===== src/rtl/tpu_host_seq.sv =====
// Bus initiator that loads A/B into the TPU, starts it and streams C back out.
// Optional C pre-clear before start is enabled with `define TPU_SEQ_CLEAR_C_EN.
`timescale 1ns/1ps
module tpu_host_seq #(
    parameter int DIM         = 8,
    parameter int ADDRW       = 16,
    parameter int DATAW       = 64,
    parameter int WAIT_CYCLES = 3*DIM
) (
    input  logic             clk,
    input  logic             rst_n,
    input  logic             start,
    output logic             busy,
    output logic             done,
    input  logic [DATAW-1:0] in_data,
    input  logic             in_valid,
    output logic             in_ready,
    output logic [DATAW-1:0] out_data,
    output logic             out_valid,
    input  logic             out_ready,
    output logic             tpu_r_w,
    output logic [ADDRW-1:0] tpu_addr,
    output logic [DATAW-1:0] tpu_wdata,
    input  logic [DATAW-1:0] tpu_rdata
);

    localparam int CW = $clog2(2*DIM) + 1;
    localparam int WW = $clog2(WAIT_CYCLES + 1) + 1;

    localparam logic [3:0] S_IDLE     = 4'd0;
    localparam logic [3:0] S_LOAD_A   = 4'd1;
    localparam logic [3:0] S_LOAD_B   = 4'd2;
    localparam logic [3:0] S_START    = 4'd4;
    localparam logic [3:0] S_WAIT     = 4'd5;
    localparam logic [3:0] S_RD_ISSUE = 4'd6;
    localparam logic [3:0] S_RD_CAP   = 4'd7;
    localparam logic [3:0] S_RD_HOLD  = 4'd8;
    localparam logic [3:0] S_DONE     = 4'd9;
`ifdef TPU_SEQ_CLEAR_C_EN
    localparam logic [3:0] S_CLEAR_C  = 4'd3;
    localparam logic [3:0] S_AFTER_B  = S_CLEAR_C;
`else
    localparam logic [3:0] S_AFTER_B  = S_START;
`endif

    localparam logic [ADDRW-1:0] A_BASE  = ADDRW'(16'h0100);
    localparam logic [ADDRW-1:0] B_BASE  = ADDRW'(16'h0200);
    localparam logic [ADDRW-1:0] C_BASE  = ADDRW'(16'h0300);
    localparam logic [ADDRW-1:0] GO_ADDR = ADDRW'(16'h0400);

    localparam logic [CW-1:0] LAST_ROW = CW'(DIM - 1);
    localparam logic [CW-1:0] LAST_K   = CW'(2*DIM - 1);
    localparam logic [WW-1:0] LAST_W   = WW'(WAIT_CYCLES);

    logic [3:0]       state, state_n;
    logic [CW-1:0]    idx, idx_n;
    logic [CW-1:0]    k, k_n;
    logic [WW-1:0]    wcnt, wcnt_n;
    logic             rw_n;
    logic [ADDRW-1:0] addr_n;
    logic [DATAW-1:0] wdata_n;
    logic             ov_n;
    logic [DATAW-1:0] od_n;

    assign in_ready = (state == S_LOAD_A) || (state == S_LOAD_B);
    assign busy     = (state != S_IDLE) && (state != S_DONE);
    assign done     = (state == S_DONE);

    // Next-state and next bus cycle; the bus defaults to an idle cycle.
    always_comb begin
        state_n = state;
        idx_n   = idx;
        k_n     = k;
        wcnt_n  = wcnt;
        rw_n    = 1'b0;
        addr_n  = '0;
        wdata_n = '0;
        ov_n    = out_valid;
        od_n    = out_data;
        case (state)
            S_IDLE: begin
                if (start) begin
                    state_n = S_LOAD_A;
                    idx_n   = '0;
                end
            end
            S_LOAD_A, S_LOAD_B: begin
                if (in_valid) begin
                    rw_n    = 1'b1;
                    addr_n  = ((state == S_LOAD_A) ? A_BASE : B_BASE)
                              + ADDRW'({idx, 3'b000});
                    wdata_n = in_data;
                    if (idx == LAST_ROW) begin
                        idx_n   = '0;
                        state_n = (state == S_LOAD_A) ? S_LOAD_B : S_AFTER_B;
                    end else begin
                        idx_n = idx + CW'(1);
                    end
                end
            end
`ifdef TPU_SEQ_CLEAR_C_EN
            S_CLEAR_C: begin
                rw_n   = 1'b1;
                addr_n = C_BASE + ADDRW'({idx, 3'b000});
                if (idx == LAST_K) begin
                    idx_n   = '0;
                    state_n = S_START;
                end else begin
                    idx_n = idx + CW'(1);
                end
            end
`endif
            S_START: begin
                rw_n    = 1'b1;
                addr_n  = GO_ADDR;
                wcnt_n  = '0;
                state_n = S_WAIT;
            end
            S_WAIT: begin
                if (wcnt == LAST_W) begin
                    k_n     = '0;
                    addr_n  = C_BASE;
                    state_n = S_RD_ISSUE;
                end else begin
                    wcnt_n = wcnt + WW'(1);
                end
            end
            S_RD_ISSUE: begin
                state_n = S_RD_CAP;
            end
            S_RD_CAP: begin
                od_n    = tpu_rdata;
                ov_n    = 1'b1;
                state_n = S_RD_HOLD;
            end
            S_RD_HOLD: begin
                if (out_valid && out_ready) begin
                    ov_n = 1'b0;
                    if (k == LAST_K) begin
                        state_n = S_DONE;
                    end else begin
                        k_n     = k + CW'(1);
                        addr_n  = C_BASE + ADDRW'({k + CW'(1), 3'b000});
                        state_n = S_RD_ISSUE;
                    end
                end
            end
            S_DONE: begin
                state_n = S_IDLE;
            end
            default: begin
                state_n = S_IDLE;
            end
        endcase
    end

    // Register FSM, counters, bus and output stream.
    always_ff @(posedge clk or negedge rst_n) begin
        if (!rst_n) begin
            state     <= S_IDLE;
            idx       <= '0;
            k         <= '0;
            wcnt      <= '0;
            tpu_r_w   <= 1'b0;
            tpu_addr  <= '0;
            tpu_wdata <= '0;
            out_valid <= 1'b0;
            out_data  <= '0;
        end else begin
            state     <= state_n;
            idx       <= idx_n;
            k         <= k_n;
            wcnt      <= wcnt_n;
            tpu_r_w   <= rw_n;
            tpu_addr  <= addr_n;
            tpu_wdata <= wdata_n;
            out_valid <= ov_n;
            out_data  <= od_n;
        end
    end

endmodule


===== config.mk =====
export PLATFORM = sky130hd
export DESIGN_NAME = tpu_host_seq
export DESIGN_NICKNAME = d
export VERILOG_FILES = /design/src/rtl/tpu_host_seq.sv
export SDC_FILE = /design/constraint.sdc
export NUM_CORES = 1
export LEC_CHECK = 0
export CAP_MARGIN = 20
export CELL_PAD_IN_SITES_DETAIL_PLACEMENT = 0
export CELL_PAD_IN_SITES_GLOBAL_PLACEMENT = 1
export CORE_MARGIN = 2
export CORE_UTILIZATION = 25
export CTS_CLUSTER_DIAMETER = 80
export DETAILED_ROUTE_END_ITERATION = 10
export PLACE_DENSITY = 0.69
export SLEW_MARGIN = 20
export SYNTH_ARGS = -nofsm -noshare
export SYNTH_HDL_FRONTEND = slang
export SYNTH_SLANG_ARGS = --single-unit

===== constraint.sdc =====
create_clock -name clk -period 2 [get_ports clk]
set_clock_uncertainty 0.05 [all_clocks]
set_input_delay 0.5 -clock clk [delete_from_list [all_inputs] [get_ports clk]]
set_output_delay 0.5 -clock clk [all_outputs]
set_load 0.05 [all_outputs]

==> results.cfg <==
[status]
outcome = complete, but fails checks
violations = setup timing

[floorplan]
die_h_um = 160
die_w_um = 160
pin_count = 282
rows = 56
start_util_pct = 25.6
die-area_um2 = 25500
coreArea_um2 = 23600

[synthesis]
syn_inst = 441
synth_top_cells_by_count = 158 x dfrtp_1, 67 x mux2_2, 65 x and3_1
synth-main-ff-cell = dfrtp_1
ys_seq_elements = 158
syn_area_um2 = 6050
netlist-cell-type-count = 46
synth_top_cell_by_area = dfrtp_1
synth_top_area_share_pct = 65.4
synth_most_common_cell = dfrtp_1
async_flop_share_pct = 100
synth_area_leaders = dfrtp_1 65%, mux2_2 12%, and3_1 6.7%
synth-seq-area-share_pct = 65.4
synth_edf_count = 0
synth.avg_cell_area_um2 = 13.7
yosysWarningCount = 0

[power_and_ir_drop]
power.density_nw_per_um2 = 1760
switching_share_pct = 45.7
power.switching_mw = 7.74
p_clk_share_pct = 19.5
combPwrFrac_pct = 51.3
p_leak_nw = 4.71
p_int_mw = 9.22
ir_worst_vdd_v = 0.000944
seq_power_share_pct = 29.2

[global_route]
grt_antenna_before_repair = 1
grt_pass1_wl_um = 27300
grt_use_total_pct = 13.4
grt_pass1_vias = 4889
grt_max_degree = 67
grt-ovfl-total = 0

[sta]
hold_viol_final = 0
finalWorstSetupSlack_ns = -0.0940
finalCriticalPeriod_ns = 2.09
hold_ws_ns = 0.386
finalSetupViolCount = 3
finalMaxSlewViolations = 0
relSlewSlack_pct = 59.3
fin_tns_setup_ns = -0.210
rsz0062_at_grt = true
fmax_ghz = 0.478
min_period_over_period_pct = 105
tightest_slew_ns = 0.609

[route]
drc = 0
wl_per_cell_um = 16.1
postRouteWirelength_um = 17100
via_per_inst = 4.31
final_antenna_net_count = 0
drt_iter0_markers = 325
drtPass1Iterations = 7
vias = 4590

[clock_network]
ctsRootBufferMaster = clkbuf_16
cts_buffers = 17
cts_tree = yes
clock_path_buffers = 2
clkTransAtPathRegs_ns = 0.07
cts_sinks = 158
cts_max_level = 4
insertion_delay_ns = 0.42

[finish]
fillers = 2248
nets = 872
drive_gt1_share_pct = 38.0
syn2layout_area_growth_pct = 59.5
antennaDiodeCount = 0

[min_path]
hold_class = input pin to flop

[worst_setup_path]
crit_fanout = 5
crit_path_end_kind = output pin
critPathKind = flop to output pin
arrival_ns = 1.54
worst_ep_required_time_ns = 1.45
start_kind = flop

[placed_design]
dp_slack_ns = -0.0962
placement.io_buffers = 273
globalplace.congestion = 0.812
hpwl_um = 12500

[job]
cap_violations = 0
==> layer usage <==
layer,vias to the layer above,track usage [%],routed length (um)
met4,0,4.46,209
li1,2125,-,-
met2,198,22.1,8490
met3,16,4.58,1280
met1,2251,16.5,7160
met5,-,0,0
==> timing repair <==
action,in CTS,in global routing
gates cloned,0,0
hold buffers,1,0
hold endpoints to repair,36,0
buffers inserted,7,3
gates resized for setup,9,8
endpoints found under the setup margin,3,11
pin swaps,2,2
==> final timing paths <==
path | from | to | slack (ns) | cells after the start
worst min register to register | out_data[54] | out_data[54] | 0.46 | 1
worst min-delay path | in_valid | tpu_addr[9] | 0.39 | 3
worst max register to register | state[3] | out_data[1] | 0.04 | 5
max in group asynchronous | rst_n | out_data[20] | 0.73 | 3
min in group asynchronous | rst_n | out_valid | 0.49 | 2
worst max-delay path | state[0] | busy | -0.09 | 3
==> flip-flops by register name, summed over array words and instances, names as in the netlist <==
signal and cells:
wcnt 6, out_data 64, tpu_addr 8, out_valid 1
idx 5, tpu_r_w 1, state 4, k 5
tpu_wdata 64
==> metrics by stage <==
step / util (%) / instances / area, um2 / power (mW)
floorplan: - / 448 / 6080 / 10.4
global placement: 37.6 / 1023 / 8880 / 13.3
detailed placement: 37.6 / 1023 / 8880 / 13.4
CTS: 40.6 / 1063 / 9580 / 17.0
global route: 40.9 / 1066 / 9650 / 17.8
finish: 40.9 / 1066 / 9650 / 17.0
==> cells by family (layout without fill, tap and decap cells) <==
| group | Yosys count | after routing | synth area share (%) |
|---|---|---|---|
| DFF | 158 | 158 | 65.4 |
| other | 1 | 8 | 0.0620 |
| and+or+nand+nor | 125 | 125 | 12.3 |
| buffers and inverters | 39 | 338 | 3.27 |
| AOI/OAI and AO/OA | 38 | 38 | 4.32 |
| muxes | 67 | 67 | 12.5 |
| adders and majority gates | 5 | 5 | 1.03 |
| xor gates and xnor gates | 8 | 8 | 1.16 |
==> worst max-delay path: stages (launching register included) <==
cell	delay (ns)
dfrtp_2	0.45
xor2_1	0.17
or3_4	0.34
buf_6	0.16
==> power groups by stage <==
stage	Sequential [mW]	Combinational, mW	Clock [mW]
after global placement	4.95	8.34	0
after detailed placement	5.02	8.42	0
after floorplan	8.53	1.90	0
final	4.94	8.71	3.31
after global routing	5.09	9.10	3.57
after CTS	4.95	8.62	3.43
==> placed cells by master, fill, tap and decap left out, drive strengths merged, types with 11 or more instances in the layout <==
cell | Yosys | routed
buf | 20 | 169
dfrtp | 158 | 158
clkdlybuf4s50 | 0 | 130
mux2 | 67 | 67
and3 | 65 | 65
clkbuf | 13 | 18
inv | 6 | 14
o21ai | 13 | 13
nor2 | 12 | 12
nand3 | 11 | 11
==> cell type report <==
type	count	area (um2)	area share [%]
flip-flops and latches	158	3960	41.0
well taps	319	399	4.14
multi-input cells	251	2000	20.8
clock buffers	18	429	4.45
clock inverters	14	170	1.76
inverters	6	22.5	0.233
repair buffers	300	2660	27.6
No activity file was read; power rests on OpenSTA's default activity.
